**src/rtl/item_pkg.sv**
```systemverilog
// Shared definitions for the item drawer: record layout, type codes, colours and scan geometry.
package item_pkg;

    localparam int unsigned X_MSB     = 28;
    localparam int unsigned X_LSB     = 19;
    localparam int unsigned Y_MSB     = 16;
    localparam int unsigned Y_LSB     = 7;
    localparam int unsigned TYPE_MSB  = 3;
    localparam int unsigned TYPE_LSB  = 2;
    localparam int unsigned VISIBLE   = 1;
    localparam int unsigned MOVING    = 0;

    localparam int unsigned COORD_W     = 10;
    localparam int unsigned COL_W       = 9;
    localparam int unsigned IDX_W       = 4;
    localparam int unsigned SPRITE_SIZE = 16;
    localparam int unsigned SPRITE_BITS = $clog2(SPRITE_SIZE);
    localparam int unsigned SCAN_W      = 2 * SPRITE_BITS;
    localparam int unsigned SCREEN_W    = 320;
    localparam int unsigned SCREEN_H    = 240;

    localparam logic [1:0] TYPE_STONE = 2'b00;
    localparam logic [1:0] TYPE_GOLD  = 2'b01;

    localparam logic [COL_W-1:0] COL_BG      = 9'h000;
    localparam logic [COL_W-1:0] COL_STONE   = 9'h16D;
    localparam logic [COL_W-1:0] COL_GOLD    = 9'h1F8;
    localparam logic [COL_W-1:0] COL_DIAMOND = 9'h03F;

    typedef struct packed {
        logic               valid;
        logic [COORD_W-1:0] x;
        logic [COORD_W-1:0] y;
    } shadow_t;

    localparam int unsigned SHADOW_W = $bits(shadow_t);

    typedef enum logic [2:0] {
        S_IDLE,
        S_ADDR,
        S_WAIT,
        S_DECODE,
        S_ERASE,
        S_DRAW,
        S_NEXT,
        S_DONE
    } state_t;

    function automatic logic [COL_W-1:0] type_colour(input logic [1:0] t);
        case (t)
            TYPE_STONE: type_colour = COL_STONE;
            TYPE_GOLD:  type_colour = COL_GOLD;
            default:    type_colour = COL_DIAMOND;
        endcase
    endfunction

endpackage

```
**src/rtl/item_shadow.sv**
```systemverilog
// Last-drawn position of each item record, {valid, x, y}; one async read port, one write port.
module item_shadow
    import item_pkg::*;
(
    input  logic                clock,
    input  logic                resetn,
    input  logic [IDX_W-1:0]    rd_addr,
    output logic [SHADOW_W-1:0] rd_data,
    input  logic                wr_en,
    input  logic [IDX_W-1:0]    wr_addr,
    input  logic [SHADOW_W-1:0] wr_data
);

    logic [SHADOW_W-1:0] mem [16];

    always_ff @(posedge clock or negedge resetn) begin
        if (!resetn) begin
            for (int i = 0; i < 16; i++) mem[i] <= '0;
        end else if (wr_en) begin
            mem[wr_addr] <= wr_data;
        end
    end

    assign rd_data = mem[rd_addr];

endmodule

```
**src/rtl/item_sprite_rom.sv**
```systemverilog
// Per-type sprite bitmap, built only with ITEM_SPRITE_ROM_EN; 9'h000 marks a transparent pixel.
`ifdef ITEM_SPRITE_ROM_EN
module item_sprite_rom
    import item_pkg::*;
(
    input  logic              clock,
    input  logic              resetn,
    input  logic [SCAN_W+1:0] addr,
    output logic [COL_W-1:0]  q
);

    localparam logic [SPRITE_BITS-1:0] EDGE_MAX = SPRITE_BITS'(SPRITE_SIZE - 1);

    logic [SPRITE_BITS-1:0] row;
    logic [SPRITE_BITS-1:0] col;
    logic                   border;

    assign row    = addr[SCAN_W-1:SPRITE_BITS];
    assign col    = addr[SPRITE_BITS-1:0];
    assign border = (row == '0) || (row == EDGE_MAX) || (col == '0) || (col == EDGE_MAX);

    // Outline ring is transparent, the interior takes the solid type colour.
    always_ff @(posedge clock or negedge resetn) begin
        if (!resetn) q <= '0;
        else         q <= border ? COL_BG : type_colour(addr[SCAN_W+1:SCAN_W]);
    end

endmodule
`endif

```
**src/rtl/item_drawer.sv**
```systemverilog
// Per-frame walk of the item RAM: erase stale 16x16 footprints and plot current ones.
// Build option ITEM_SPRITE_ROM_EN: draw colours from item_sprite_rom (one extra pixel-pipe stage).
module item_drawer
    import item_pkg::*;
#(
    parameter int unsigned FRAME_CLOCK = 833_334,
    parameter int unsigned READ_LAT    = 2
)
(
    input  logic               clock,
    input  logic               resetn,
    input  logic               enable,
    input  logic [IDX_W-1:0]   quantity,
    input  logic [31:0]        data,
    output logic               draw_stone_flag,
    output logic [IDX_W-1:0]   draw_index,
    output logic [COORD_W-1:0] x,
    output logic [COORD_W-1:0] y,
    output logic [COL_W-1:0]   colour,
    output logic               plot,
    output logic               frame_done
);

    localparam int unsigned CNT_W = $clog2(FRAME_CLOCK);
    localparam int unsigned LAT_W = 4;
    localparam logic [CNT_W-1:0]  FRAME_LAST = CNT_W'(FRAME_CLOCK - 1);
    localparam logic [SCAN_W-1:0] SCAN_LAST  = SCAN_W'(SPRITE_SIZE * SPRITE_SIZE - 1);
    localparam logic [LAT_W-1:0]  LAT_LAST   = LAT_W'(READ_LAT - 1);

    state_t              state;
    logic [CNT_W-1:0]    frame_cnt;
    logic [IDX_W-1:0]    index;
    logic [LAT_W-1:0]    wait_cnt;
    logic [SCAN_W-1:0]   scan;
    logic [COORD_W-1:0]  rec_x;
    logic [COORD_W-1:0]  rec_y;
    logic [1:0]          rec_type;
    logic                rec_vis;
    logic                sh_we;
    logic [SHADOW_W-1:0] sh_wdata;
    logic [SHADOW_W-1:0] sh_rdata;
    shadow_t             sh;
    logic [COORD_W-1:0]  s1_x;
    logic [COORD_W-1:0]  s1_y;
    logic [COL_W-1:0]    s1_col;
    logic                s1_plot;
`ifdef ITEM_SPRITE_ROM_EN
    logic                s1_draw;
`endif

    logic                   erase_need;
    logic [COORD_W-1:0]     base_x;
    logic [COORD_W-1:0]     base_y;
    logic [COORD_W:0]       sum_x;
    logic [COORD_W:0]       sum_y;
    logic                   in_bounds;
    logic                   unused_data;

    assign sh = shadow_t'(sh_rdata);

    item_shadow u_shadow (
        .clock   (clock),
        .resetn  (resetn),
        .rd_addr (index),
        .rd_data (sh_rdata),
        .wr_en   (sh_we),
        .wr_addr (index),
        .wr_data (sh_wdata)
    );

    assign erase_need = sh.valid && (!rec_vis || (sh.x != rec_x) || (sh.y != rec_y));

    // Erase scans the remembered footprint, draw scans the freshly read one.
    assign base_x    = (state == S_ERASE) ? sh.x : rec_x;
    assign base_y    = (state == S_ERASE) ? sh.y : rec_y;
    assign sum_x     = (COORD_W+1)'(base_x) + (COORD_W+1)'(scan[SPRITE_BITS-1:0]);
    assign sum_y     = (COORD_W+1)'(base_y) + (COORD_W+1)'(scan[SCAN_W-1:SPRITE_BITS]);
    assign in_bounds = (sum_x < (COORD_W+1)'(SCREEN_W)) && (sum_y < (COORD_W+1)'(SCREEN_H));

    assign unused_data = ^{data[31:X_MSB+1], data[X_LSB-1:Y_MSB+1], data[Y_LSB-1:TYPE_MSB+1], data[MOVING]};

    always_ff @(posedge clock or negedge resetn) begin
        if (!resetn) begin
            state           <= S_IDLE;
            frame_cnt       <= '0;
            index           <= '0;
            wait_cnt        <= '0;
            scan            <= '0;
            rec_x           <= '0;
            rec_y           <= '0;
            rec_type        <= '0;
            rec_vis         <= 1'b0;
            sh_we           <= 1'b0;
            sh_wdata        <= '0;
            s1_x            <= '0;
            s1_y            <= '0;
            s1_col          <= '0;
            s1_plot         <= 1'b0;
`ifdef ITEM_SPRITE_ROM_EN
            s1_draw         <= 1'b0;
`endif
            draw_stone_flag <= 1'b0;
            draw_index      <= '0;
            frame_done      <= 1'b0;
        end else begin
            frame_cnt  <= (frame_cnt == FRAME_LAST) ? '0 : frame_cnt + CNT_W'(1);
            frame_done <= 1'b0;
            sh_we      <= 1'b0;
            s1_plot    <= 1'b0;
            case (state)
                S_IDLE: begin
                    if (frame_cnt == FRAME_LAST && enable) state <= S_ADDR;
                end
                S_ADDR: begin
                    draw_stone_flag <= 1'b1;
                    draw_index      <= index;
                    wait_cnt        <= '0;
                    state           <= (index >= quantity) ? S_DONE : S_WAIT;
                end
                S_WAIT: begin
                    if (wait_cnt == LAT_LAST) begin
                        rec_x    <= data[X_MSB:X_LSB];
                        rec_y    <= data[Y_MSB:Y_LSB];
                        rec_type <= data[TYPE_MSB:TYPE_LSB];
                        rec_vis  <= data[VISIBLE];
                        state    <= S_DECODE;
                    end else begin
                        wait_cnt <= wait_cnt + LAT_W'(1);
                    end
                end
                S_DECODE: begin
                    scan <= '0;
                    if (erase_need)   state <= S_ERASE;
                    else if (rec_vis) state <= S_DRAW;
                    else              state <= S_NEXT;
                end
                S_ERASE: begin
                    s1_x    <= sum_x[COORD_W-1:0];
                    s1_y    <= sum_y[COORD_W-1:0];
                    s1_plot <= in_bounds;
                    s1_col  <= COL_BG;
`ifdef ITEM_SPRITE_ROM_EN
                    s1_draw <= 1'b0;
`endif
                    scan    <= scan + SCAN_W'(1);
                    if (scan == SCAN_LAST) begin
                        if (rec_vis) begin
                            state <= S_DRAW;
                        end else begin
                            sh_we    <= 1'b1;
                            sh_wdata <= '0;
                            state    <= S_NEXT;
                        end
                    end
                end
                S_DRAW: begin
                    s1_x    <= sum_x[COORD_W-1:0];
                    s1_y    <= sum_y[COORD_W-1:0];
                    s1_plot <= in_bounds;
                    s1_col  <= type_colour(rec_type);
`ifdef ITEM_SPRITE_ROM_EN
                    s1_draw <= 1'b1;
`endif
                    scan    <= scan + SCAN_W'(1);
                    if (scan == SCAN_LAST) begin
                        sh_we    <= 1'b1;
                        sh_wdata <= {1'b1, rec_x, rec_y};
                        state    <= S_NEXT;
                    end
                end
                S_NEXT: begin
                    index <= index + IDX_W'(1);
                    state <= S_ADDR;
                end
                S_DONE: begin
                    draw_stone_flag <= 1'b0;
                    frame_done      <= 1'b1;
                    index           <= '0;
                    state           <= S_IDLE;
                end
                default: state <= S_IDLE;
            endcase
        end
    end

`ifdef ITEM_SPRITE_ROM_EN
    logic [COL_W-1:0] rom_q;

    item_sprite_rom u_rom (
        .clock  (clock),
        .resetn (resetn),
        .addr   ({rec_type, scan}),
        .q      (rom_q)
    );

    // Second pixel stage lines coordinates up with the ROM's registered colour.
    always_ff @(posedge clock or negedge resetn) begin
        if (!resetn) begin
            x      <= '0;
            y      <= '0;
            colour <= '0;
            plot   <= 1'b0;
        end else begin
            x      <= s1_x;
            y      <= s1_y;
            colour <= s1_draw ? rom_q : s1_col;
            plot   <= s1_plot && (!s1_draw || (rom_q != COL_BG));
        end
    end
`else
    assign x      = s1_x;
    assign y      = s1_y;
    assign colour = s1_col;
    assign plot   = s1_plot;
`endif

endmodule

```
**config.mk**
```make
export PLATFORM = sky130hd
export DESIGN_NAME = item_drawer
export DESIGN_NICKNAME = d
export VERILOG_FILES = /design/src/rtl/item_pkg.sv /design/src/rtl/item_shadow.sv /design/src/rtl/item_sprite_rom.sv /design/src/rtl/item_drawer.sv
export SDC_FILE = /design/constraint.sdc
export NUM_CORES = 1
export LEC_CHECK = 0
export BUFFER_PORTS_ARGS = -buffer_cell sky130_fd_sc_hd__buf_2
export CAP_MARGIN = 20
export CORE_UTILIZATION = 44
export DETAILED_ROUTE_END_ITERATION = 7
export GPL_TIMING_DRIVEN = 1
export RECOVER_POWER = 25
export SYNTH_ARGS = -nofsm -noshare
export SYNTH_HDL_FRONTEND = slang
export SYNTH_SLANG_ARGS = --single-unit
```
**constraint.sdc**
```tcl
create_clock -name clock -period 6.75 [get_ports clock]
set_clock_uncertainty 0.15 [all_clocks]
set_input_delay 0.3375 -clock clock [delete_from_list [all_inputs] [get_ports clock]]
set_output_delay 0.3375 -clock clock [all_outputs]
set_load 0.005 [all_outputs]
```
==> metrics.md <==
| Metric | Value |
|---|---|
| Run status | complete, but fails checks |
| Failing checks | max-capacitance violations, max-slew violations |
| Min-delay src | quantity[3] |
| Yosys reg bits | between 400 and 500 |
| Post-CTS resize count | 0 |
| Worst slack, placed | roughly 2100 ps |
| Critical Path RT | between 7000 and 8000 ps |
| Worst slew pin tran | ~3200 ps |
| Nets | 1735 |
| Sequential share of the synthesized area | roughly 52% |
| Remaining Overflow, GRT | 0 |
| Clock Latency Late Sink | just under 600 ps |
| Hold-critical path endpoint | state[2]$_DFFE_PN0P_ |
| WS Path Type | reg2reg |
| I/O Buffers | 65 |
| Final GP Congestion | roughly 0.81 |
| Pre-Repair DR Iteration Count | 5 |
| Max Slew Vio Count | between 150 and 200 |
| Fin crit share | a little over two thirds |
| Mapped Cells | 1608 |
| Number of flops mapped to enable cells by yosys | 0 |
| Syn nets | 1670 |
| First-pass GRT wire length | approximately 85 mm |
| Tot Pwr | roughly 5.5 mW |
| R2R depth | 16 |
| Initial antenna violation count | 0 |
| Netlist Area Pre-Place | between 20000 and 25000 sq um |
| CP arrival | between 5000 and 6000 ps |
| Main synth FF type | dfrtp_1 |
| Vias | about 13000 |
| Syn_area_per_cell | about 13 sq um |
| Clock sink total | 453 |
| Max_slew headroom | -112% |
| Cell count after placement | roughly 2300 |
| Startpoint Class | register |
| Vias in the first global route | 13700 |
| Synth cell types | between 60 and 70 |
| Max Cap Viol | 2 |
| Post-CTS Setup Inserts | 0 |
| Synth Warn # | 0 |
| Clk root buf | clkbuf_16 |
| Largest fanout on the critical path | 40 |
| Largest net degree at the start of global routing | ~170 |
| Die H | ~220 microns |
| DP HPWL | 33.8 mm |
| Max Fclk | approximately 0.21 GHz |
| Post-route antenna net violation count | 0 |
| Via density | approximately 5.7 |
| R2R Path End | plot$_DFF_PN0_ |
| Initial Utilization | a little under half |
| Fin worst setup slack | roughly 2000 ps |
| Final Hold Viols | 0 |
| Clock Path Buffers | 3 |
| VDD IR max | 0.155 mV |
| Die Wd | ~220 microns |
| Share of cells above drive strength 1 | between 30% and 40% |
| Standard-cell rows | 80 |
| RSZ-0062 raised after global routing | false |
| H-tree depth | 2 |
| Reg2Reg Setup Slack | 2030 ps |
| 1st-iter DRT viols | roughly 1000 |
| Hold depth | 5 |
| Final setup viols | 0 |
| Critical R2R Launch | index[0]$_DFFE_PN0P_ |
| Wirelength per Cell | around 23 microns |
| CTS tree | done |
| Final wirelength | approximately 55 mm |
| Post-synth ARST share | 100% |
| Clk slew on worst S/H paths | around 60 ps |
| Worst hold slack | ~110 ps |
| TritonCTS buffer count | 48 |
| Critical Path Sink Type | register |
| Top Ports | 75 |
| Crit path time final | roughly 4700 ps |
| Synth-to-layout area growth | 12.6% |
| HP Class | in2reg |
| DRC viols | 0 |
| Critical Path, Cell by Cell | buf_12 > mux4_1 > mux2i_1 > mux2_2 > o21ai_0 > ha_1 > inv_1 > fa_1 > inv_1 > a21o_1 > a21oi_1 > nor2_1 > and2_1 > nor2_1 > a211oi_1 > nor4b_2 |
| Setup TNS | 0 ps |
| CP max-delay cell | dfrtp_4 |
| Max stage delay on crit path | roughly 1000 ps |
| Finished Layout Cells | about 2400 |
| Pwr per Cell Area | ~220 nW/um^2 |
| GRT Overall Usage | between 20% and 30% |
| Leakage | 11.7 nW |
| Die area | approximately 50000 sq um |
| Core area | 48100 sq um |
repair_timing:
action                     4_1_cts  5_1_grt
hold buffers                    24        0
hold endpoints to repair       124        0
setup endpoints to repair        0        0
placed cells by master (no fill, tap or decap), types with 10 or more instances in the layout:
| cell | n |
|---|---|
| nand3_1 | 31 |
| xor2_1 | 20 |
| mux2_2 | 367 |
| nand2_1 | 116 |
| xnor2_1 | 37 |
| clkbuf_16 | 49 |
| mux4_2 | 74 |
| dlygate4sd3_1 | 24 |
| and3_1 | 19 |
| a21oi_1 | 22 |
| a22oi_1 | 10 |
| buf_2 | 43 |
| mux4_1 | 12 |
| nor2_1 | 57 |
| inv_1 | 21 |
| a21o_1 | 11 |
| ha_1 | 21 |
| buf_4 | 34 |
| a22o_1 | 24 |
| mux2i_1 | 31 |
| nor2b_1 | 11 |
| o21ai_0 | 57 |
| clkbuf_1 | 37 |
| dfrtp_1 | 450 |
how the worst max path moves through the flow:
stage	from	to	slack, ps	cells after the start
global route	index[0]$_DFFE_PN0P_	plot$_DFF_PN0_	1710	14
global placement	index[0]$_DFFE_PN0P_	plot$_DFF_PN0_	2100	16
floorplan	index[0]$_DFFE_PN0P_	plot$_DFF_PN0_	2880	18
detailed placement	index[0]$_DFFE_PN0P_	plot$_DFF_PN0_	2070	16
CTS	index[0]$_DFFE_PN0P_	plot$_DFF_PN0_	2060	16
finish	index[0]$_DFFE_PN0P_	plot$_DFF_PN0_	2030	16
cell usage after synthesis, drive strengths merged, types with 3 or more instances:
| cell | n | share of area (%) |
|---|---|---|
| o21ai | 58 | 1.3 |
| and2 | 8 | 0.23 |
| dfrtp | 453 | 52 |
| a22o | 24 | 0.97 |
| a21oi | 22 | 0.51 |
| or3 | 3 | 0.087 |
| ha | 21 | 1.2 |
| clkbuf | 76 | 1.3 |
| xor2 | 20 | 0.81 |
| a22oi | 10 | 0.35 |
| o31ai | 10 | 0.39 |
| mux2 | 367 | 19 |
| a31oi | 3 | 0.087 |
| nor2b | 11 | 0.32 |
| nand2 | 116 | 2.0 |
| o211ai | 5 | 0.17 |
| o2111ai | 6 | 0.24 |
| mux2i | 31 | 1.4 |
| xnor2 | 37 | 1.5 |
| nor3 | 7 | 0.16 |
| inv | 22 | 0.38 |
| nor2 | 57 | 0.99 |
| and3 | 21 | 0.63 |
| a211oi | 5 | 0.17 |
| nand4 | 3 | 0.087 |
| buf | 39 | 1.2 |
| nand2b | 7 | 0.20 |
| nand3 | 31 | 0.72 |
| mux4 | 86 | 9.1 |
| o21a | 4 | 0.14 |
| a21o | 11 | 0.38 |
kinds of logic after synthesis:
kind of cell             count (synthesis)  synth area share [%]
XOR/XNOR                                57                  2.30
flip-flops                             453                  52.3
AND/OR/NAND/NOR                        278                  5.99
multiplexers                           484                  29.6
AO/OA/AOI/OAI                          175                  5.42
adder cells (fa/ha/maj)                 23                  1.40
buffers and inverters                  138                  2.93
worst max-delay path, delay by kind of cell (launching register included):
| family | cells | cell delay [ps] |
|---|---|---|
| flip-flops | 1 | 990 |
| AND/OR/NAND/NOR | 4 | 730 |
| buffers and inverters | 3 | 440 |
| multiplexers | 3 | 1030 |
| adder cells (fa/ha/maj) | 2 | 530 |
| AO/OA/AOI/OAI | 4 | 730 |
routing by layer:
metal,wire length [microns],global-route usage [%],vias up
li1,-,-,6004
met5,0,0,-
met4,1170,5.83,0
met1,25200,32.1,7060
met2,26000,36.5,303
met3,2650,4.01,77
metrics by stage:
| stage | cell area [sq um] | utilization (%) |
|---|---|---|
| floorplan | 21700 | - |
| global placement | 22600 | 47.0 |
| detailed placement | 22600 | 47.0 |
| CTS | 24500 | 50.8 |
| global route | 24400 | 50.7 |
| finish | 24400 | 50.7 |
report_power, final:
part	switching, mW	internal [mW]	leakage (nW)	total (mW)
registers	0	2.72	6.21	2.72
logic	0.0584	0.0183	4.70	0.0767
clock network	1.10	1.56	0.771	2.66
total	1.16	4.30	11.7	5.46
flip-flops by register name (all words and copies together) (netlist names), 2 cells and up:
| register | count |
|---|---|
| sh_wdata | 21 |
| rec_x | 10 |
| u_shadow.mem | 336 |
| scan | 8 |
| draw_index | 4 |
| frame_cnt | 20 |
| x | 10 |
| rec_y | 10 |
| rec_type | 2 |
| wait_cnt | 4 |
| index | 4 |
| colour | 6 |
| y | 10 |
| state | 3 |
layout make-up:
| type | instances | area [sq um] |
|---|---|---|
| fillers | 4158 | 23700 |
| flip-flops and latches | 453 | 11300 |
| multi-input cells | 1017 | 9710 |
| clock buffers | 69 | 1370 |
| repair buffers | 130 | 868 |
| well taps | 656 | 821 |
| clock inverters | 17 | 201 |
| inverters | 23 | 86.3 |
| diodes | 1 | 2.50 |
No activity file was read; power rests on OpenSTA's default activity.
